[config.mk]
export PLATFORM = sky130hd
export DESIGN_NAME = ysyx_23060061_decode_stage_flat
export DESIGN_NICKNAME = d
export VERILOG_FILES = /design/src/rtl/ysyx_23060061_decode_stage_if.sv /design/src/rtl/ysyx_23060061_decode_stage.sv /design/src/flat_wrapper.sv
export SDC_FILE = /design/constraint.sdc
export NUM_CORES = 1
export LEC_CHECK = 0
export BUFFER_PORTS_ARGS = -buffer_cell sky130_fd_sc_hd__buf_2
export CAP_MARGIN = 20
export CELL_PAD_IN_SITES_DETAIL_PLACEMENT = 0
export CELL_PAD_IN_SITES_GLOBAL_PLACEMENT = 2
export CORE_ASPECT_RATIO = 1.5
export CORE_MARGIN = 5
export CORE_UTILIZATION = 30
export DETAILED_ROUTE_END_ITERATION = 8
export GPL_TIMING_DRIVEN = 0
export PLACE_DENSITY_LB_ADDON = 0.1
export SYNTH_ARGS = -nofsm -noshare
export SYNTH_HDL_FRONTEND = slang
export SYNTH_SLANG_ARGS = --single-unit
[constraint.sdc]
create_clock -name clk -period 6.35 [get_ports clk]
set_input_delay 0.3175 -clock clk [delete_from_list [all_inputs] [get_ports clk]]
set_output_delay 0.3175 -clock clk [all_outputs]
set_load 0.02 [all_outputs]
[src/rtl/ysyx_23060061_decode_stage_if.sv]
// Fetch-to-execute bus of the decode stage.
// Carries the fetch handshake and beat, the flush request, and the
// decoded execute-side beat with its handshake.
interface ysyx_23060061_decode_stage_if #(
   parameter int XLEN    = 32,
   parameter int ALUOP_W = 5
);
   logic               in_valid;
   logic               in_ready;
   logic [31:0]        in_inst;
   logic [XLEN-1:0]    in_pc;
   logic               flush;
   logic               out_valid;
   logic               out_ready;
   logic [XLEN-1:0]    out_pc;
   logic [XLEN-1:0]    out_imm;
   logic [4:0]         out_rs1;
   logic [4:0]         out_rs2;
   logic [4:0]         out_rd;
   logic [2:0]         out_instType;
   logic               out_RegWrite;
   logic [1:0]         out_MemRW;
   logic [2:0]         out_memFunct3;
   logic               out_ebreak;
   logic               out_jump;
   logic               out_branch;
   logic [2:0]         out_brFunct3;
   logic               out_aluAsel;
   logic               out_aluBsel;
   logic [1:0]         out_WBSel;
   logic [ALUOP_W-1:0] out_aluOp;
   logic               out_illegal;

   // Decode stage side
   modport slave (
      input  in_valid, in_inst, in_pc, flush, out_ready,
      output in_ready, out_valid, out_pc, out_imm, out_rs1, out_rs2, out_rd,
             out_instType, out_RegWrite, out_MemRW, out_memFunct3, out_ebreak,
             out_jump, out_branch, out_brFunct3, out_aluAsel, out_aluBsel,
             out_WBSel, out_aluOp, out_illegal
   );

   // Fetch / execute side
   modport master (
      output in_valid, in_inst, in_pc, flush, out_ready,
      input  in_ready, out_valid, out_pc, out_imm, out_rs1, out_rs2, out_rd,
             out_instType, out_RegWrite, out_MemRW, out_memFunct3, out_ebreak,
             out_jump, out_branch, out_brFunct3, out_aluAsel, out_aluBsel,
             out_WBSel, out_aluOp, out_illegal
   );
endinterface

[src/rtl/ysyx_23060061_decode_stage.sv]
// RV32I decode stage with a two-entry skid buffer (main + spare).
// Optional feature: define YSYX_23060061_RV32M_EN to decode the M extension
// (OP opcode with funct7=0000001); without it those encodings are illegal.
// aluAsel=1 selects PC as ALU operand A, aluBsel=1 selects the immediate as
// operand B. WBSel: 00 memory data, 01 ALU result, 10 PC+4.
module ysyx_23060061_decode_stage #(
   parameter int XLEN    = 32,
   parameter int ALUOP_W = 5
) (
   input logic                      clk,
   input logic                      rst,
   ysyx_23060061_decode_stage_if.slave bus
);

   localparam logic [2:0] TYPE_R = 3'd0;
   localparam logic [2:0] TYPE_I = 3'd1;
   localparam logic [2:0] TYPE_S = 3'd2;
   localparam logic [2:0] TYPE_B = 3'd3;
   localparam logic [2:0] TYPE_U = 3'd4;
   localparam logic [2:0] TYPE_J = 3'd5;

   localparam logic [ALUOP_W-1:0] ALU_ADD  = ALUOP_W'(0);
   localparam logic [ALUOP_W-1:0] ALU_PASSB = ALUOP_W'(1);
   localparam logic [ALUOP_W-1:0] ALU_ADDC = ALUOP_W'(2);
   localparam logic [ALUOP_W-1:0] ALU_SUB  = ALUOP_W'(3);
   localparam logic [ALUOP_W-1:0] ALU_SLTU = ALUOP_W'(4);
   localparam logic [ALUOP_W-1:0] ALU_SLT  = ALUOP_W'(5);
   localparam logic [ALUOP_W-1:0] ALU_XOR  = ALUOP_W'(6);
   localparam logic [ALUOP_W-1:0] ALU_OR   = ALUOP_W'(7);
   localparam logic [ALUOP_W-1:0] ALU_AND  = ALUOP_W'(8);
   localparam logic [ALUOP_W-1:0] ALU_SLL  = ALUOP_W'(9);
   localparam logic [ALUOP_W-1:0] ALU_SRL  = ALUOP_W'(10);
   localparam logic [ALUOP_W-1:0] ALU_SRA  = ALUOP_W'(11);
`ifdef YSYX_23060061_RV32M_EN
   localparam logic [ALUOP_W-1:0] ALU_MUL  = ALUOP_W'(16);
`endif

   typedef struct packed {
      logic [XLEN-1:0]    imm;
      logic [4:0]         rs1;
      logic [4:0]         rs2;
      logic [4:0]         rd;
      logic [2:0]         instType;
      logic               RegWrite;
      logic [1:0]         MemRW;
      logic [2:0]         memFunct3;
      logic               ebreak;
      logic               jump;
      logic               branch;
      logic [2:0]         brFunct3;
      logic               aluAsel;
      logic               aluBsel;
      logic [1:0]         WBSel;
      logic [ALUOP_W-1:0] aluOp;
      logic               illegal;
   } dec_t;

   typedef struct packed {
      logic [XLEN-1:0] pc;
      dec_t            dec;
   } beat_t;

   typedef enum logic [1:0] {EMPTY = 2'd0, ONE = 2'd1, TWO = 2'd2} state_t;

   function automatic dec_t decode(input logic [31:0] inst);
      dec_t              d;
      logic [6:0]        opc;
      logic [2:0]        f3;
      logic [6:0]        f7;
      logic signed [31:0] imm32;
      logic              ok;
      logic              shamt_ok;
      opc      = inst[6:0];
      f3       = inst[14:12];
      f7       = inst[31:25];
      imm32    = '0;
      ok       = 1'b1;
      // A 5-bit shamt must leave inst[25] clear; a 6-bit shamt uses it
      shamt_ok = (XLEN == 64) || !inst[25];
      d        = '0;
      d.rs1    = inst[19:15];
      d.rs2    = inst[24:20];
      d.rd     = inst[11:7];
      case (opc)
         7'b0110111: begin // LUI
            d.instType = TYPE_U;  imm32 = {inst[31:12], 12'b0};
            d.RegWrite = 1'b1;    d.aluBsel = 1'b1;
            d.WBSel    = 2'b01;   d.aluOp   = ALU_PASSB;
         end
         7'b0010111: begin // AUIPC
            d.instType = TYPE_U;  imm32 = {inst[31:12], 12'b0};
            d.RegWrite = 1'b1;    d.aluAsel = 1'b1; d.aluBsel = 1'b1;
            d.WBSel    = 2'b01;   d.aluOp   = ALU_ADD;
         end
         7'b1101111: begin // JAL
            d.instType = TYPE_J;
            imm32 = {{11{inst[31]}}, inst[31], inst[19:12], inst[20], inst[30:21], 1'b0};
            d.RegWrite = 1'b1;    d.jump    = 1'b1;
            d.aluAsel  = 1'b1;    d.aluBsel = 1'b1;
            d.WBSel    = 2'b10;   d.aluOp   = ALU_ADD;
         end
         7'b1100111: begin // JALR
            ok         = (f3 == 3'b000);
            d.instType = TYPE_I;  imm32 = {{20{inst[31]}}, inst[31:20]};
            d.RegWrite = 1'b1;    d.jump    = 1'b1; d.aluBsel = 1'b1;
            d.WBSel    = 2'b10;   d.aluOp   = ALU_ADDC;
         end
         7'b1100011: begin // branches, compared downstream
            ok         = (f3 != 3'b010) && (f3 != 3'b011);
            d.instType = TYPE_B;
            imm32 = {{19{inst[31]}}, inst[31], inst[7], inst[30:25], inst[11:8], 1'b0};
            d.branch   = 1'b1;    d.brFunct3 = f3;
            d.aluOp    = ALU_SUB;
         end
         7'b0000011: begin // loads
            ok         = (f3 != 3'b011) && (f3 != 3'b110) && (f3 != 3'b111);
            d.instType = TYPE_I;  imm32 = {{20{inst[31]}}, inst[31:20]};
            d.RegWrite = 1'b1;    d.MemRW   = 2'b10; d.memFunct3 = f3;
            d.aluBsel  = 1'b1;    d.WBSel   = 2'b00; d.aluOp     = ALU_ADD;
         end
         7'b0100011: begin // stores
            ok         = !f3[2] && (f3 != 3'b011);
            d.instType = TYPE_S;  imm32 = {{20{inst[31]}}, inst[31:25], inst[11:7]};
            d.MemRW    = 2'b01;   d.memFunct3 = f3;
            d.aluBsel  = 1'b1;    d.aluOp     = ALU_ADD;
         end
         7'b0010011: begin // OP-IMM
            d.instType = TYPE_I;  imm32 = {{20{inst[31]}}, inst[31:20]};
            d.RegWrite = 1'b1;    d.aluBsel = 1'b1; d.WBSel = 2'b01;
            case (f3)
               3'b000:  d.aluOp = ALU_ADD;
               3'b010:  d.aluOp = ALU_SLT;
               3'b011:  d.aluOp = ALU_SLTU;
               3'b100:  d.aluOp = ALU_XOR;
               3'b110:  d.aluOp = ALU_OR;
               3'b111:  d.aluOp = ALU_AND;
               3'b001: begin
                  d.aluOp = ALU_SLL;
                  ok      = shamt_ok && (inst[31:26] == 6'b0);
               end
               default: begin
                  d.aluOp = inst[30] ? ALU_SRA : ALU_SRL;
                  ok      = shamt_ok && ({inst[31], inst[29:26]} == 5'b0);
               end
            endcase
         end
         7'b0110011: begin // OP
            d.instType = TYPE_R;
            d.RegWrite = 1'b1;    d.WBSel = 2'b01;
            if (f7 == 7'b0000000) begin
               case (f3)
                  3'b000:  d.aluOp = ALU_ADD;
                  3'b001:  d.aluOp = ALU_SLL;
                  3'b010:  d.aluOp = ALU_SLT;
                  3'b011:  d.aluOp = ALU_SLTU;
                  3'b100:  d.aluOp = ALU_XOR;
                  3'b101:  d.aluOp = ALU_SRL;
                  3'b110:  d.aluOp = ALU_OR;
                  default: d.aluOp = ALU_AND;
               endcase
            end else if (f7 == 7'b0100000) begin
               if (f3 == 3'b000)      d.aluOp = ALU_SUB;
               else if (f3 == 3'b101) d.aluOp = ALU_SRA;
               else                   ok = 1'b0;
`ifdef YSYX_23060061_RV32M_EN
            end else if (f7 == 7'b0000001) begin
               d.aluOp = ALU_MUL + ALUOP_W'(f3);
`endif
            end else begin
               ok = 1'b0;
            end
         end
         7'b0001111: begin // FENCE decodes as a no-op
            ok         = (f3 == 3'b000);
            d.instType = TYPE_I;
         end
         7'b1110011: begin // ECALL / EBREAK
            d.instType = TYPE_I;
            if (inst == 32'h0010_0073)      d.ebreak = 1'b1;
            else if (inst != 32'h0000_0073) ok = 1'b0;
         end
         default: ok = 1'b0;
      endcase
      d.imm = XLEN'(imm32);
      if (!ok) begin
         d         = '0;
         d.illegal = 1'b1;
      end
      if (d.rd == 5'd0) d.RegWrite = 1'b0;
      return d;
   endfunction

   state_t state_q, state_d;
   logic   in_ready_q, in_ready_d;
   beat_t  main_q, main_d, spare_q, new_beat;
   logic   accept, drain, load_main, load_spare, main_from_spare;

   assign accept = bus.in_valid & in_ready_q & ~bus.flush;
   assign drain  = (state_q != EMPTY) & bus.out_ready & ~bus.flush;

   // Decode the beat currently offered by fetch
   always_comb begin
      new_beat     = '0;
      new_beat.pc  = bus.in_pc;
      new_beat.dec = decode(bus.in_inst);
   end

   // Buffer occupancy next state and entry load controls
   always_comb begin
      state_d         = state_q;
      load_main       = 1'b0;
      load_spare      = 1'b0;
      main_from_spare = 1'b0;
      if (bus.flush) begin
         state_d = EMPTY;
      end else begin
         case (state_q)
            EMPTY: if (accept) begin
               state_d   = ONE;
               load_main = 1'b1;
            end
            ONE: begin
               if (accept && drain) begin
                  load_main = 1'b1;
               end else if (accept) begin
                  state_d    = TWO;
                  load_spare = 1'b1;
               end else if (drain) begin
                  state_d = EMPTY;
               end
            end
            TWO: if (drain) begin
               state_d         = ONE;
               load_main       = 1'b1;
               main_from_spare = 1'b1;
            end
            default: state_d = EMPTY;
         endcase
      end
      in_ready_d = (state_d != TWO);
      main_d     = main_from_spare ? spare_q : new_beat;
   end

   // Occupancy state and registered ready
   always_ff @(posedge clk or posedge rst) begin
      if (rst) begin
         state_q    <= EMPTY;
         in_ready_q <= 1'b1;
      end else begin
         state_q    <= state_d;
         in_ready_q <= in_ready_d;
      end
   end

   // Main and spare beat storage
   always_ff @(posedge clk or posedge rst) begin
      if (rst) begin
         main_q  <= '0;
         spare_q <= '0;
      end else begin
         if (load_main)  main_q  <= main_d;
         if (load_spare) spare_q <= new_beat;
      end
   end

   assign bus.in_ready      = in_ready_q;
   assign bus.out_valid     = (state_q != EMPTY);
   assign bus.out_pc        = main_q.pc;
   assign bus.out_imm       = main_q.dec.imm;
   assign bus.out_rs1       = main_q.dec.rs1;
   assign bus.out_rs2       = main_q.dec.rs2;
   assign bus.out_rd        = main_q.dec.rd;
   assign bus.out_instType  = main_q.dec.instType;
   assign bus.out_RegWrite  = main_q.dec.RegWrite;
   assign bus.out_MemRW     = main_q.dec.MemRW;
   assign bus.out_memFunct3 = main_q.dec.memFunct3;
   assign bus.out_ebreak    = main_q.dec.ebreak;
   assign bus.out_jump      = main_q.dec.jump;
   assign bus.out_branch    = main_q.dec.branch;
   assign bus.out_brFunct3  = main_q.dec.brFunct3;
   assign bus.out_aluAsel   = main_q.dec.aluAsel;
   assign bus.out_aluBsel   = main_q.dec.aluBsel;
   assign bus.out_WBSel     = main_q.dec.WBSel;
   assign bus.out_aluOp     = main_q.dec.aluOp;
   assign bus.out_illegal   = main_q.dec.illegal;

endmodule

[src/flat_wrapper.sv]
// flat-port wrapper written by rule: the top's interface ports become plain ports
module ysyx_23060061_decode_stage_flat 
#(
   parameter int XLEN    = 32,
   parameter int ALUOP_W = 5
)
  (clk, rst, bus_in_valid, bus_in_inst, bus_in_pc, bus_flush, bus_out_ready, bus_in_ready, bus_out_valid, bus_out_pc, bus_out_imm, bus_out_rs1, bus_out_rs2, bus_out_rd, bus_out_instType, bus_out_RegWrite, bus_out_MemRW, bus_out_memFunct3, bus_out_ebreak, bus_out_jump, bus_out_branch, bus_out_brFunct3, bus_out_aluAsel, bus_out_aluBsel, bus_out_WBSel, bus_out_aluOp, bus_out_illegal);
  ysyx_23060061_decode_stage_if #(.XLEN(XLEN), .ALUOP_W(ALUOP_W)) bus_i ();
  input logic clk;
  input logic rst;
  input wire logic [$bits(bus_i.in_valid)-1:0] bus_in_valid;
  input wire logic [$bits(bus_i.in_inst)-1:0] bus_in_inst;
  input wire logic [$bits(bus_i.in_pc)-1:0] bus_in_pc;
  input wire logic [$bits(bus_i.flush)-1:0] bus_flush;
  input wire logic [$bits(bus_i.out_ready)-1:0] bus_out_ready;
  output wire logic [$bits(bus_i.in_ready)-1:0] bus_in_ready;
  output wire logic [$bits(bus_i.out_valid)-1:0] bus_out_valid;
  output wire logic [$bits(bus_i.out_pc)-1:0] bus_out_pc;
  output wire logic [$bits(bus_i.out_imm)-1:0] bus_out_imm;
  output wire logic [$bits(bus_i.out_rs1)-1:0] bus_out_rs1;
  output wire logic [$bits(bus_i.out_rs2)-1:0] bus_out_rs2;
  output wire logic [$bits(bus_i.out_rd)-1:0] bus_out_rd;
  output wire logic [$bits(bus_i.out_instType)-1:0] bus_out_instType;
  output wire logic [$bits(bus_i.out_RegWrite)-1:0] bus_out_RegWrite;
  output wire logic [$bits(bus_i.out_MemRW)-1:0] bus_out_MemRW;
  output wire logic [$bits(bus_i.out_memFunct3)-1:0] bus_out_memFunct3;
  output wire logic [$bits(bus_i.out_ebreak)-1:0] bus_out_ebreak;
  output wire logic [$bits(bus_i.out_jump)-1:0] bus_out_jump;
  output wire logic [$bits(bus_i.out_branch)-1:0] bus_out_branch;
  output wire logic [$bits(bus_i.out_brFunct3)-1:0] bus_out_brFunct3;
  output wire logic [$bits(bus_i.out_aluAsel)-1:0] bus_out_aluAsel;
  output wire logic [$bits(bus_i.out_aluBsel)-1:0] bus_out_aluBsel;
  output wire logic [$bits(bus_i.out_WBSel)-1:0] bus_out_WBSel;
  output wire logic [$bits(bus_i.out_aluOp)-1:0] bus_out_aluOp;
  output wire logic [$bits(bus_i.out_illegal)-1:0] bus_out_illegal;
  assign bus_i.in_valid = bus_in_valid;
  assign bus_i.in_inst = bus_in_inst;
  assign bus_i.in_pc = bus_in_pc;
  assign bus_i.flush = bus_flush;
  assign bus_i.out_ready = bus_out_ready;
  assign bus_in_ready = bus_i.in_ready;
  assign bus_out_valid = bus_i.out_valid;
  assign bus_out_pc = bus_i.out_pc;
  assign bus_out_imm = bus_i.out_imm;
  assign bus_out_rs1 = bus_i.out_rs1;
  assign bus_out_rs2 = bus_i.out_rs2;
  assign bus_out_rd = bus_i.out_rd;
  assign bus_out_instType = bus_i.out_instType;
  assign bus_out_RegWrite = bus_i.out_RegWrite;
  assign bus_out_MemRW = bus_i.out_MemRW;
  assign bus_out_memFunct3 = bus_i.out_memFunct3;
  assign bus_out_ebreak = bus_i.out_ebreak;
  assign bus_out_jump = bus_i.out_jump;
  assign bus_out_branch = bus_i.out_branch;
  assign bus_out_brFunct3 = bus_i.out_brFunct3;
  assign bus_out_aluAsel = bus_i.out_aluAsel;
  assign bus_out_aluBsel = bus_i.out_aluBsel;
  assign bus_out_WBSel = bus_i.out_WBSel;
  assign bus_out_aluOp = bus_i.out_aluOp;
  assign bus_out_illegal = bus_i.out_illegal;
  ysyx_23060061_decode_stage #(.XLEN(XLEN), .ALUOP_W(ALUOP_W)) u_core (.clk(clk), .rst(rst), .bus(bus_i));
endmodule
; Word-level counts from Yosys, hierarchy flattened
; Index checks and enable logic that the tools add are counted.
; W data, S select, Z words.
[op_classes]
eq_ne = 28
muxes = 47
bitwise = 5
reduce_logical = 27
[ops]
columns = op, count
row1 = $pmux W32 S5, 1
row2 = $mux W104, 1
row3 = $mux W72, 1
row4 = $pmux W5 S7, 1
row5 = $eq A32 B21 Y1 const B, 1
row6 = $ne A32 B7 Y1 const B, 1
row7 = $eq A7 B6 Y1 const B, 4
row8 = $eq A7 B7 Y1 const B, 4
row9 = $pmux W4 S7, 1
row10 = $pmux W5 S5, 1
row11 = $mux W1, 23
row12 = $mux W5, 3
row13 = $pmux W3 S5, 1
row14 = $eq A7 B5 Y1 const B, 2
row15 = $reduce_or A7 Y1, 2
row16 = $eq A3 B3 Y1 const B, 4
row17 = $mux W2, 6
row18 = $logic_not A5 Y1, 2
row19 = $pmux W5 S2, 1
row20 = $mux W4, 2
row21 = $pmux W1 S8, 1
row22 = $reduce_or A2 Y1, 4
row23 = $eq A7 B2 Y1 const B, 1
row24 = $eq A7 B4 Y1 const B, 1
row25 = other kinds (24), 38
[word_totals]
reg_bits = 211
in_bits = 69
output_inout_bits = 106
elab_cells = 145

; Logic depth before layout (Yosys ltp)
; Gate-level depths: netlist of the first run.
[depth]
ltp_word = 10
depth_mapped = 9

; Worst setup path after synthesis of the first run
; No wires, ideal clock.
[synth_timing]
path_type = register to register
startpoint = register u_core.in_ready_q (netlist: u_core.bus.in_ready)
endpoint = register u_core.spare_q[80] (netlist bit)
setup_time_ns = 0.065
arrival_time_ns = 2.170
required_ns = 6.285
setup_slack_ns = 4.115
path_stages_with_launch = 8
period_less_slack_ns = 2.235
cell_sequence = dfstp_2 -> nand2_1 -> or2_2 -> nor3_1 -> clkbuf_1 -> clkbuf_1 -> nand2_1 -> nand2_1
[synth_via]
elab_chain_cells = 6
word_cells_on_any_way = 7
classes_between = 4 x mux / 2 x bitwise / 1 x reduce/logical
[synth_lines]
columns = element, line_no
row1 = from (decl), ysyx_23060061_decode_stage.sv:194  ; logic in_ready_q, in_ready_d;
row2 = from (signal assigned), ysyx_23060061_decode_stage.sv:251  ; in_ready_q <= in_ready_d;
row3 = $and A1 B1 Y1 * (2 in a row), ysyx_23060061_decode_stage.sv:198  ; assign accept = bus.in_valid & in_ready_q & ~bus.flush;
row4 = $mux W1 or $logic_and A1 B1 Y1 (tied branches), "ysyx_23060061_decode_stage.sv:225, ysyx_23060061_decode_stage.sv:223"
row5 = $mux W1 *, ysyx_23060061_decode_stage.sv:223  ; if (accept && drain) begin
row6 = $mux W1 *, ysyx_23060061_decode_stage.sv:217  ; case (state_q)
row7 = $mux W1 *, ysyx_23060061_decode_stage.sv:214  ; if (bus.flush) begin
row8 = to (signal assigned), ysyx_23060061_decode_stage.sv:262  ; if (load_spare) spare_q <= new_beat;
row9 = to (decl), ysyx_23060061_decode_stage.sv:195  ; beat_t main_q, main_d, spare_q, new_beat;
; Every way passes the cells marked *; elsewhere a longest branch is shown, timed or not.
; A chain may end at the register's enable or synchronous reset.

; Final worst setup path of the first run
[layout_timing]
startpoint = register u_core.state_q[0]
endpoint = register u_core.main_q (netlist bit u_core.bus.out_aluBsel)
[layout_via]
elab_chain_cells = 7
word_cells_on_any_way = 14
classes_between = 2 x eq/ne / 7 x mux / 2 x bitwise / 3 x reduce/logical
[layout_lines]
columns = element, line_no
row1 = from (decl), ysyx_23060061_decode_stage.sv:193  ; state_t state_q, state_d;
row2 = from (signal assigned), ysyx_23060061_decode_stage.sv:250  ; state_q <= state_d;
row3 = $reduce_bool A2 Y1, ysyx_23060061_decode_stage.sv:199  ; assign drain = (state_q != EMPTY) & bus.out_ready & ~bus.flush;
row4 = $and A1 B1 Y1 (2 in a row), ysyx_23060061_decode_stage.sv:199
row5 = $logic_and A1 B1 Y1 or $mux W1 (tied branches), "ysyx_23060061_decode_stage.sv:223, ysyx_23060061_decode_stage.sv:232"
row6 = $mux W1 (on tied branches), "ysyx_23060061_decode_stage.sv:223, ysyx_23060061_decode_stage.sv:217"
row7 = $pmux W1 S3 or $mux W1 (tied branches), "ysyx_23060061_decode_stage.sv:217, ysyx_23060061_decode_stage.sv:214"
row8 = $mux W1 or $mux W104 (tied branches), "ysyx_23060061_decode_stage.sv:214, ysyx_23060061_decode_stage.sv:241"
row9 = to (signal assigned), ysyx_23060061_decode_stage.sv:261  ; if (load_main) main_q <= main_d;
row10 = to (decl), ysyx_23060061_decode_stage.sv:195
; Parallel ways exist; a longest one is shown, timed or not.

==> run metrics, run 1 <==
status finished, final reports clean; CTS tree yes; root buffer cell clkbuf_16; critical path capture point type register; Slew HR 0.3859; critical setup path kind reg2reg; Routed Antenna Nets 0; area of the mapped netlist 0.009355 mm²; DR vias/cell 5.033; Starting DRT DRC Count 446; CP required 6790 ps; unrepaired setup endpoints after global routing no; 1st-pass router iterations 7; Setup TNS 0 ps; Primary FF master, synth dfrtp_1; Final Critical Period 2894 ps; initial core utilization 0.3024; GRT Resource Usage Total 0.2017; # hold bufs at CTS 25; Crit path arrival time 3330 ps; Slew Limit Fails 0; Worst-Margin Slew 908.3 ps; Fillers 3,265; first-pass GRT wire length 54,350 µm; Max FO, Critical Path 10; post-CTS sizing 0; sequential-to-total area share from yosys stat 0.5538; vias in the first global route 8,833; Synth Area per Inst 9.056 µm²; commonest non-fill, non-tap cells in the layout nand2_1 (278), dfrtp_1 (206), buf_2 (180), o21ai_0 (99), nor2_1 (73); initial antenna violation count 0; IO Count 175; Clk Latency, worst-skew pair 530 ps; met2 usage 0.3588; cell row count 79; number of synthesized flops with an enable pin 0; share of layout cells above drive strength 1 0.1932; Final Net Count 1,326; placed cell area 0.01076 mm²; wire per inst 21.14 µm; global placement routability congestion 0.8417; die area 0.03489 mm²; Peak VDD IR 0.0001543 V; synthesized net count 1,102; fin worst setup slack 3456 ps; Detail Placement HPWL 25,990 µm; met3 GRT Util 0.03571; most common cell after layout, fill and taps aside nand2_1; Final setup viols 0; DRC violations left 0; Async SR Flop Fraction 1.000; Vias 8,450; Area growth, synth to finish 25.59%; YS warnings 0; max frequency 345.5 MHz; Unique masters post-synth 61; Placement Setup Slack 3449 ps; final hold vios 0; Most Crowded Layer GR met2; Clock Sinks 207; GRT Residual Overflow 0; Max Root-Sink Buffers 3; Syn Inst Count 1,033; Leak 5.409 nW; Die X-Extent 154.2 µm; met1 Use GR 0.2443; CTS clk-pin slew, worst paths 60 ps; Post CTS Setup Buffer Count 0; MaxCap Viol Count 0; Die Y 226.3 µm; Power Total 3.388 mW; flop and latch count out of synthesis 207; worst hold path type in2reg; largest net degree at the start of global routing 115; CTS Buf Count 23; core area 0.03094 mm²; CP Launch Type register; Clock H-tree levels 1; final non-filler cell area 0.01175 mm²; IO Port Bufs 171; Routed WL 35,490 µm; period utilization 0.4558; Cell Pwr Density 288.3 mW/mm²; Worst Clk Skew 10.11 ps
==> layer usage <==
metal,up-vias,wire [µm]
met5,-,0
met4,0,1174
met3,54,2010
met2,248,18090
met1,4075,14210
li1,4073,-
==> kinds of logic after synthesis <==
kind of cell	after synthesis	synth area share
xor gates and xnor gates	3	0.002809
buffers and inverters	87	0.04079
other	1	0.0004008
AOI/OAI and AO/OA	316	0.2117
DFF	207	0.5538
and+or+nand+nor	413	0.1836
muxes	6	0.006821
==> report_power, final <==
group          switching [mW]  leakage (nW)  total [mW]  internal, mW
registers              0.0780          2.69        1.55          1.47
logic                   0.327          2.36       0.502         0.174
clock network           0.561         0.362        1.34         0.778
total                   0.966          5.41        3.39          2.42
==> per-stage QoR <==
stage	hold WS [ps]	util	instances
2_1_floorplan	422.9	-	1033
3_3_place_gp	457.3	0.3464	1609
3_5_place_dp	461.5	0.3477	1611
4_1_cts	1.593	0.3795	1677
5_1_grt	23.22	0.3797	1678
6_report	18.47	0.3797	1679
==> final cells by class <==
class,count,area (µm²),share of cell area
diodes,1,2.502,0.0002130
plain buffers,81,359.1,0.03056
clock buffers,37,688.2,0.05857
clock inverters,4,45.04,0.003834
inverters,6,30.03,0.002556
multi-input cells,739,3792,0.3228
flip-flops and latches,207,5181,0.4410
well taps,405,506.7,0.04313
repair buffers,199,1144,0.09734
==> worst paths after layout <==
check                                                    start                                  to  slack [ps]  depth (start not counted)
worst max-delay path               u_core.state_q[0]$_DFF_PP0_  u_core.bus.out_aluBsel$_DFFE_PP0P_        3460                          6
worst min-delay path                             bus_in_pc[31]     u_core.spare_q[103]$_DFFE_PP0P_          20                          3
worst max register to register     u_core.state_q[0]$_DFF_PP0_  u_core.bus.out_aluBsel$_DFFE_PP0P_        3460                          6
worst min register to register  u_core.spare_q[79]$_DFFE_PP0P_      u_core.spare_q[79]$_DFFE_PP0P_         470                          2
max in group asynchronous                                  rst      u_core.spare_q[52]$_DFFE_PP0P_        4870                          4
min in group asynchronous                                  rst         u_core.state_q[1]$_DFF_PP0_         460                          3
==> flip-flops by register name, summed over array words and instances (netlist names), 4 cells and up <==
name / cells
u_core.bus.out_aluOp: 4
u_core.bus.out_imm: 32
u_core.bus.out_rs2: 5
u_core.bus.out_rd: 5
u_core.bus.out_rs1: 5
u_core.spare_q: 102
u_core.bus.out_pc: 32
==> Yosys cell counts, drive strengths merged (3+ instances only) <==
library cell / count / area [µm²]
xnor2: 3 / 26.28
inv: 6 / 22.52
dfrtp: 206 / 5155
buf: 22 / 136.4
a31oi: 57 / 356.6
nand2b: 3 / 18.77
nand3: 9 / 45.04
mux2: 3 / 33.78
clkbuf: 59 / 222.7
or3: 3 / 18.77
a21o: 6 / 45.04
a22oi: 45 / 337.8
o21ai: 119 / 610.6
a22o: 4 / 35.03
nor4: 4 / 25.02
o21a: 3 / 22.52
o211ai: 3 / 41.29
nand3b: 4 / 30.03
nor2: 74 / 280.3
nor3: 12 / 60.06
a21oi: 35 / 175.2
nand2: 278 / 1044
or2: 4 / 25.02
o2111ai: 3 / 26.28
and3: 3 / 18.77
o31ai: 20 / 170.2
mux2i: 3 / 30.03
o22ai: 13 / 87.58
nand4: 3 / 18.77
==> critical path: stages (launching register included) <==
cell	delay, ps
dfrtp_1	420
nand3b_1	220
nor2_1	650
clkbuf_1	540
clkbuf_1	710
a22oi_1	130
o21ai_0	120
Power figures use the tool's default switching activity.
==> run 2, diff against run 1 <==
ABC_AREA = 1   (was unset)
CORE_UTILIZATION = 29   (was 30)
clock period = 2.41 ns   (was 6.35 ns; I/O delays follow)
==> run 2 against run 1 <==
Against the previous run: core utilization up 0.093 points; non-clock buffer count is 36 higher; synthesized area grew 4.2%; sequential power grew to 2.6 times the previous value; register-to-register slack got worse by 3200 ps; worst hold slack gained 27 ps; cell count rose by 17%; via count grew 11%; first-iteration DRC count rose by 26%; sequential share of layout area down 3.3 points; wire length increased by 6.9%; critical endpoint is now u_core.spare_q[0]$_DFFE_PP0P_.
==> run metrics, run 2 <==
status finished, final reports clean (unchanged); Synth Area per Inst 7.696 µm² (was 9.056 µm²); YS warnings 0 (unchanged); unrepaired setup endpoints after global routing no (unchanged); MaxCap Viol Count 0 (unchanged); Final Net Count 1,597 (was 1,326); critical setup path kind in2reg (was reg2reg); CP max stage delay 540 ps (was 710 ps); Final Critical Period 2221 ps; most frequent cell after synthesis nand2_1 (unchanged); top cells by area, synth dfrtp_1 (53%), nand2_1 (17%), nor2_1 (6.1%) (was dfrtp_1 (55%), nand2_1 (11%), o21ai_0 (5.3%)); max frequency 450.2 MHz; fin worst setup slack 188.8 ps (was 3456 ps); Power Total 9.388 mW (was 3.388 mW); Clock Sinks 207 (unchanged); Clk Latency, worst-skew pair 530 ps (about the same); Commonest cells post-synth nand2_1 (441), dfrtp_1 (206), nor2_1 (159), nand3_1 (108), a21oi_1 (87) (was nand2_1 (278), dfrtp_1 (206), o21ai_0 (99), nor2_1 (73), clkbuf_1 (58)); Slew Limit Fails 0 (unchanged); family with the most delay on the worst path simple AND/OR/NAND/NOR gates (was buffers and inverters); cell row count 82 (was 79); global placement routability congestion 0.8724 (was 0.8417); CP required 2830 ps (was 6790 ps); Setup TNS 0 ps (unchanged); flop and latch count out of synthesis 207 (unchanged); DR vias/cell 4.773 (was 5.033); area of the multi-input gates 0.004034 mm² (was 0.003792 mm²); 1st-pass router iterations 4 (was 7); Syn Inst Count 1,267 (was 1,033); IO Port Bufs 171 (unchanged); Slew HR 0.5496 (was 0.3859); Hold WS 45.66 ps (was 18.47 ps); Slowest cell on crit path dlygate4sd3_1 (was clkbuf_1); critical path capture point type register (unchanged); period utilization 0.9217; Die Y 234.6 µm (was 226.3 µm); core area 0.03334 mm² (was 0.03094 mm²); vias in the first global route 9,881 (was 8,833); Detail Placement HPWL 27,870 µm (was 25,990 µm); post-synth top area cell dfrtp_1 (unchanged); Die X-Extent 159.7 µm (was 154.2 µm); initial core utilization 0.2924 (was 0.3024); Fillers 3,564 (was 3,265); Peak VDD IR 0.0004453 V (was 0.0001543 V); largest register by flop count u_core.spare_q (unchanged); Bufs and invs on worst path 4 (was 2); IO Count 175 (unchanged); CP Launch Type input port (was register); Leak 6.709 nW (was 5.409 nW); CTS tree yes (unchanged); Worst-Margin Slew 675.7 ps (was 908.3 ps); area occupied by registers 0.005181 mm² (unchanged); largest net degree at the start of global routing 40 (was 115); crit-path cells dlygate4sd3_1 -> buf_2 -> nor2_1 -> nand3_1 -> nor2_1 -> nand3_1 -> nand2_1 -> nor2_1 -> nand2_1 -> buf_4 -> buf_6 -> nand2_1 -> o21a_1 (was nand3b_1 -> nor2_1 -> clkbuf_1 -> clkbuf_1 -> a22oi_1 -> o21ai_0); share of layout cells above drive strength 1 0.1869 (was 0.1932); Final Util 0.3807 (was 0.3797); Async SR Flop Fraction 1.000 (unchanged); Primary FF master, synth dfrtp_1 (unchanged); flop2flop setup slack 210 ps (was 3460 ps); final hold vios 0 (unchanged); wire per inst 19.30 µm (was 21.14 µm); area of the mapped netlist 0.009751 mm² (was 0.009355 mm²); Max Root-Sink Buffers 3 (unchanged); worst hold path type in2async (was in2reg); Placement Setup Slack -756.1 ps (was 3449 ps); Area growth, synth to finish 30.18% (was 25.59%); synthesized net count 1,336 (was 1,102); die area 0.03747 mm² (was 0.03489 mm²); GRT Resource Usage Total 0.2020 (was 0.2017); Routed WL 37,940 µm (was 35,490 µm); Unique masters post-synth 32 (was 61); Final setup viols 0 (unchanged); root buffer cell clkbuf_16 (unchanged); most common cell after layout, fill and taps aside nand2_1 (unchanged); Crit path arrival time 2640 ps (was 3330 ps); Vias 9,383 (was 8,450); Max FO, Critical Path 10 (unchanged); Cell Pwr Density 739.6 mW/mm² (was 288.3 mW/mm²); number of synthesized flops with an enable pin 0 (unchanged); Worst Clk Skew 11.27 ps (was 10.11 ps); sequential-to-total area share from yosys stat 0.5314 (was 0.5538); initial antenna violation count 0 (unchanged); commonest non-fill, non-tap cells in the layout nand2_1 (439), dfrtp_1 (206), buf_2 (189), nor2_1 (158), nand3_1 (108) (was nand2_1 (278), dfrtp_1 (206), buf_2 (180), o21ai_0 (99), nor2_1 (73)); Antenna Cells 0 (was 1); Routed Antenna Nets 0 (unchanged); GRT Residual Overflow 0 (unchanged); first-pass GRT wire length 58,930 µm (was 54,350 µm); DRC violations left 0 (unchanged); Starting DRT DRC Count 560 (was 446); Clock H-tree levels 1 (unchanged); max reg flops 102 (unchanged); Yosys top cell area share 0.5287 (was 0.5510); CTS clk-pin slew, worst paths 60 ps (about the same); CTS Buf Count 24 (was 23)
## run 2: cell families after synthesis
logic type      Yosys count  share of synthesized area
simple gates            737                     0.3068
buf+inv                 132                    0.05749
flops                   207                     0.5314
compound gates          190                     0.1039
other cells               1                  0.0003846
## run 2: area by class of cell
type                            count  share of cell area
Tap cell                          420             0.04140
Sequential cell                   207              0.4082
Multi-Input combinational cell    928              0.3178
Clock inverter                      4            0.003746
Timing Repair Buffer              236              0.1232
Buffer                             80             0.03085
Clock buffer                       40             0.05924
Inverter                           51             0.01557
## run 2: worst paths after layout
kind | cells past startpoint | startpoint | end
max | 13 | bus_in_inst[27] | u_core.spare_q[0]$_DFFE_PP0P_
max in group asynchronous | 6 | rst | u_core.bus.in_ready$_DFF_PP1_
max reg2reg | 9 | u_core.state_q[1]$_DFF_PP0_ | u_core.bus.out_pc[18]$_DFFE_PP0P_
min reg2reg | 2 | u_core.bus.out_imm[23]$_DFFE_PP0P_ | u_core.bus.out_imm[23]$_DFFE_PP0P_
min | 3 | rst | u_core.spare_q[94]$_DFFE_PP0P_
min in group clk | 3 | bus_in_inst[13] | u_core.spare_q[11]$_DFFE_PP0P_
## run 2: where the power goes
part           leakage (nW)  total (mW)  internal, mW  switching [mW]
Combinational          3.66        1.53         0.549           0.985
Sequential             2.66        4.10          3.87           0.225
Clock                 0.390        3.76          2.23            1.53
## run 2: per-stage QoR
stage	instance area [µm²]	cells
2_1_floorplan	9754	1267
3_3_place_gp	11140	1858
3_5_place_dp	11260	1864
4_1_cts	12670	1966
5_1_grt	12690	1966
6_report	12690	1966
## run 2: worst reg2reg max path, cell delays in order, from the launching register on
cell,delay (ps)
dfrtp_1,410
inv_1,70
nor2_1,180
nand2_4,190
inv_4,230
a21oi_4,100
inv_2,220
clkbuf_4,290
buf_2,270
a31oi_1,120
## run 2: repair_timing
action | 4_1_cts | 5_1_grt
endpoints found under the setup margin | 151 | 135
endpoints found under the hold margin | 182 | 0
resized for setup | 12 | 21
buffers inserted | 1 | 0
hold buffers | 58 | 0
gates cloned | 0 | 0
## run 2: metal layers
metal / wire [µm] / vias up / GRT usage
met5: 0 / - / 0
met4: 1373 / 0 / 0.07273
met2: 18990 / 216 / 0.3617
met1: 15880 / 4486 / 0.2456
met3: 1695 / 69 / 0.03398
li1: - / 4612 / -
==> run 3, diff against run 2 <==
CORE_UTILIZATION = 35   (was 29)
clock period = 2.8 ns   (was 2.41 ns; I/O delays follow)
==> run 3 against run 2 <==
Against the previous run: final area decreased by 2.1%; critical path depth down 3; global-route usage is 2.1 points higher; clock skew grew 1.5 ps; count of clock-buffer cells in the layout decreased by 8; non-clock buffer count shrank 2; setup slack got worse by 17 ps; sequential share of layout area up 0.89 points; die area down 16%; via count down 0.12%; power is 17% lower; sequential cell count stayed put; critical path type is now reg2reg; largest cell class unchanged.
==> run metrics, run 3 (synthesis results as in run 2) <==
initial antenna violation count 0 (unchanged); vias in the first global route 9,585 (was 9,881); CTS tree yes (unchanged); critical setup path kind reg2reg (was in2reg); Max Root-Sink Buffers 3 (unchanged); largest register by flop count u_core.spare_q (unchanged); Cell Pwr Density 623.7 mW/mm² (was 739.6 mW/mm²); Worst Clk Skew 12.79 ps (was 11.27 ps); status finished, final reports clean (unchanged); root buffer cell clkbuf_16 (unchanged); Die Y 214.4 µm (was 234.6 µm); Starting DRT DRC Count 464 (was 560); met3 GRT Util 0.03319 (was 0.03398); cell row count 74 (was 82); Routed WL 35,500 µm (was 37,940 µm); max frequency 380.5 MHz; MaxCap Viol Count 0 (unchanged); Clk Latency, worst-skew pair 520 ps (was 530 ps); CTS clk-pin slew, worst paths 60 ps (about the same); Worst-Margin Slew 771.4 ps (was 675.7 ps); Die X-Extent 146.3 µm (was 159.7 µm); Detail Placement HPWL 26,260 µm (was 27,870 µm); IO Port Bufs 171 (unchanged); placed cell area 0.01116 mm² (was 0.01126 mm²); core area 0.02741 mm² (was 0.03334 mm²); area occupied by registers 0.005181 mm² (unchanged); worst hold path type in2reg (was in2async); unrepaired setup endpoints after global routing no (unchanged); initial core utilization 0.3558 (was 0.2924); CP max stage delay 420 ps (was 540 ps); CP Launch Type register (was input port); Peak VDD IR 0.0004246 V (was 0.0004453 V); final hold vios 0 (unchanged); flop2flop setup slack 170 ps (was 210 ps); r2r startpoint u_core.state_q[1]$_DFF_PP0_ (unchanged); Most Crowded Layer GR met2 (unchanged); critical path capture point type register (unchanged); Clock Sinks 207 (unchanged); Hold Startpoint bus_out_ready; CP most frequent cell nand2_1; Routed Antenna Nets 0 (unchanged); Clock H-tree levels 1 (unchanged); met2 usage 0.3990 (was 0.3617); Vias 9,372 (was 9,383); wire per inst 18.92 µm (was 19.30 µm); most common cell after layout, fill and taps aside nand2_1 (unchanged); CP required 3200 ps (was 2830 ps); Final Net Count 1,593 (was 1,597); DRC violations left 0 (unchanged); GRT Residual Overflow 0 (unchanged); Antenna Cells 0 (unchanged); Area growth, synth to finish 27.40% (was 30.18%); Final setup viols 0 (unchanged); Fillers 2,921 (was 3,564); 1st-pass router iterations 5 (was 4); DR vias/cell 4.996 (was 4.773); worst setup path start u_core.state_q[1]$_DFF_PP0_ (was bus_in_inst[27]); share of layout cells above drive strength 1 0.1728 (was 0.1869); period utilization 0.9386; first-pass GRT wire length 55,310 µm (was 58,930 µm); Final Critical Period 2628 ps; final non-filler cell area 0.01242 mm² (was 0.01269 mm²); area of the multi-input gates 0.004016 mm² (was 0.004034 mm²); IO Count 175 (unchanged); crit-path cells inv_1 -> nor2_1 -> nand2_1 -> inv_2 -> a21oi_4 -> buf_2 -> buf_2 -> nor2_1 -> nand2_1 -> nand2_1 (was dlygate4sd3_1 -> buf_2 -> nor2_1 -> nand3_1 -> nor2_1 -> nand3_1 -> nand2_1 -> nor2_1 -> nand2_1 -> buf_4 -> buf_6 -> nand2_1 -> o21a_1); CTS Buf Count 22 (was 24); Slew Limit Fails 0 (unchanged); met1 Use GR 0.2695 (was 0.2456); global placement routability congestion 0.9432 (was 0.8724); Slowest cell on crit path buf_2 (was dlygate4sd3_1); max reg flops 102 (unchanged); Leak 6.590 nW (was 6.709 nW); Max FO, Critical Path 10 (unchanged); Slew HR 0.4858 (was 0.5496); Setup TNS 0 ps (unchanged); commonest non-fill, non-tap cells in the layout nand2_1 (441), dfrtp_1 (206), buf_2 (190), nor2_1 (159), nand3_1 (108) (was nand2_1 (439), dfrtp_1 (206), buf_2 (189), nor2_1 (158), nand3_1 (108)); GRT Resource Usage Total 0.2227 (was 0.2020); Crit path arrival time 3030 ps (was 2640 ps); die area 0.03137 mm² (was 0.03747 mm²); largest net degree at the start of global routing 40 (unchanged)
run 3: changes by cell type in the layout (fill, tap and decap cells not counted), moves of 2 or more:
cell / delta
nand2_1: +2
clkbuf_2: -12
clkbuf_4: -2
buf_4: -2
dlygate4sd3_1: -2
clkbuf_16: -2
buf_1: +2
nand2_4: -2
clkbuf_8: -2
clkbuf_1: +9
run 3: path summary, 6_finish.rpt:
path / endpoint / cells past startpoint
min reg2reg: u_core.bus.out_imm[14]$_DFFE_PP0P_ / 2
min in group asynchronous: u_core.bus.out_imm[23]$_DFFE_PP0P_ / 3
max reg2reg: u_core.bus.out_aluOp[3]$_DFFE_PP0P_ / 10
min: u_core.bus.in_ready$_DFF_PP1_ / 4
max in group asynchronous: u_core.bus.out_imm[16]$_DFFE_PP0P_ / 6
max: u_core.bus.out_aluOp[3]$_DFFE_PP0P_ / 10
run 3: worst max-delay path: cells and delay by family (launching register included):
kind	cells	cell delay, ps
compound gates	1	380
flops	1	400
buf+inv	4	1110
simple gates	5	610
run 3: power breakdown:
group	internal (mW)	switching (mW)
clock	1.70	1.22
combinational	0.466	0.840
sequential	3.33	0.188
total	5.51	2.24
run 3: area by class of cell:
type                            instances  area share
Buffer                                 81     0.02981
Clock buffer                           32     0.05308
Sequential cell                       207      0.4171
Tap cell                              342     0.03445
Timing Repair Buffer                  233      0.1237
Inverter                               51     0.01571
Multi-Input combinational cell        928      0.3233
Clock inverter                          2    0.002820
run 3: what timing repair did:
item	in CTS	in global routing
buffers inserted	0	0
hold endpoints to repair	173	0
gates resized for setup	1	2
endpoints found under the setup margin	1	2
cloned	0	0
hold buffers	56	0
run 3: stage by stage:
stage | instances | worst slack, ps | power (mW) | utilization | hold slack [ps]
after global routing | 1876 | 22.11 | 8.128 | 0.4533 | 56.02
after floorplan | 1267 | -25.43 | 4.310 | - | 249.6
after detailed placement | 1786 | -7.301 | 4.841 | 0.4071 | 179.8
after global placement | 1780 | -1637 | 4.812 | 0.4028 | 352.1
after CTS | 1876 | 113.2 | 7.874 | 0.4532 | 13.39
final | 1876 | 172.0 | 7.748 | 0.4533 | 29.54
run 3: routing by layer:
metal  vias up  share of wire
met2       240           0.51
met4         0          0.036
met1      4480           0.41
met3        68          0.047
li1       4584              -
met5         -              0
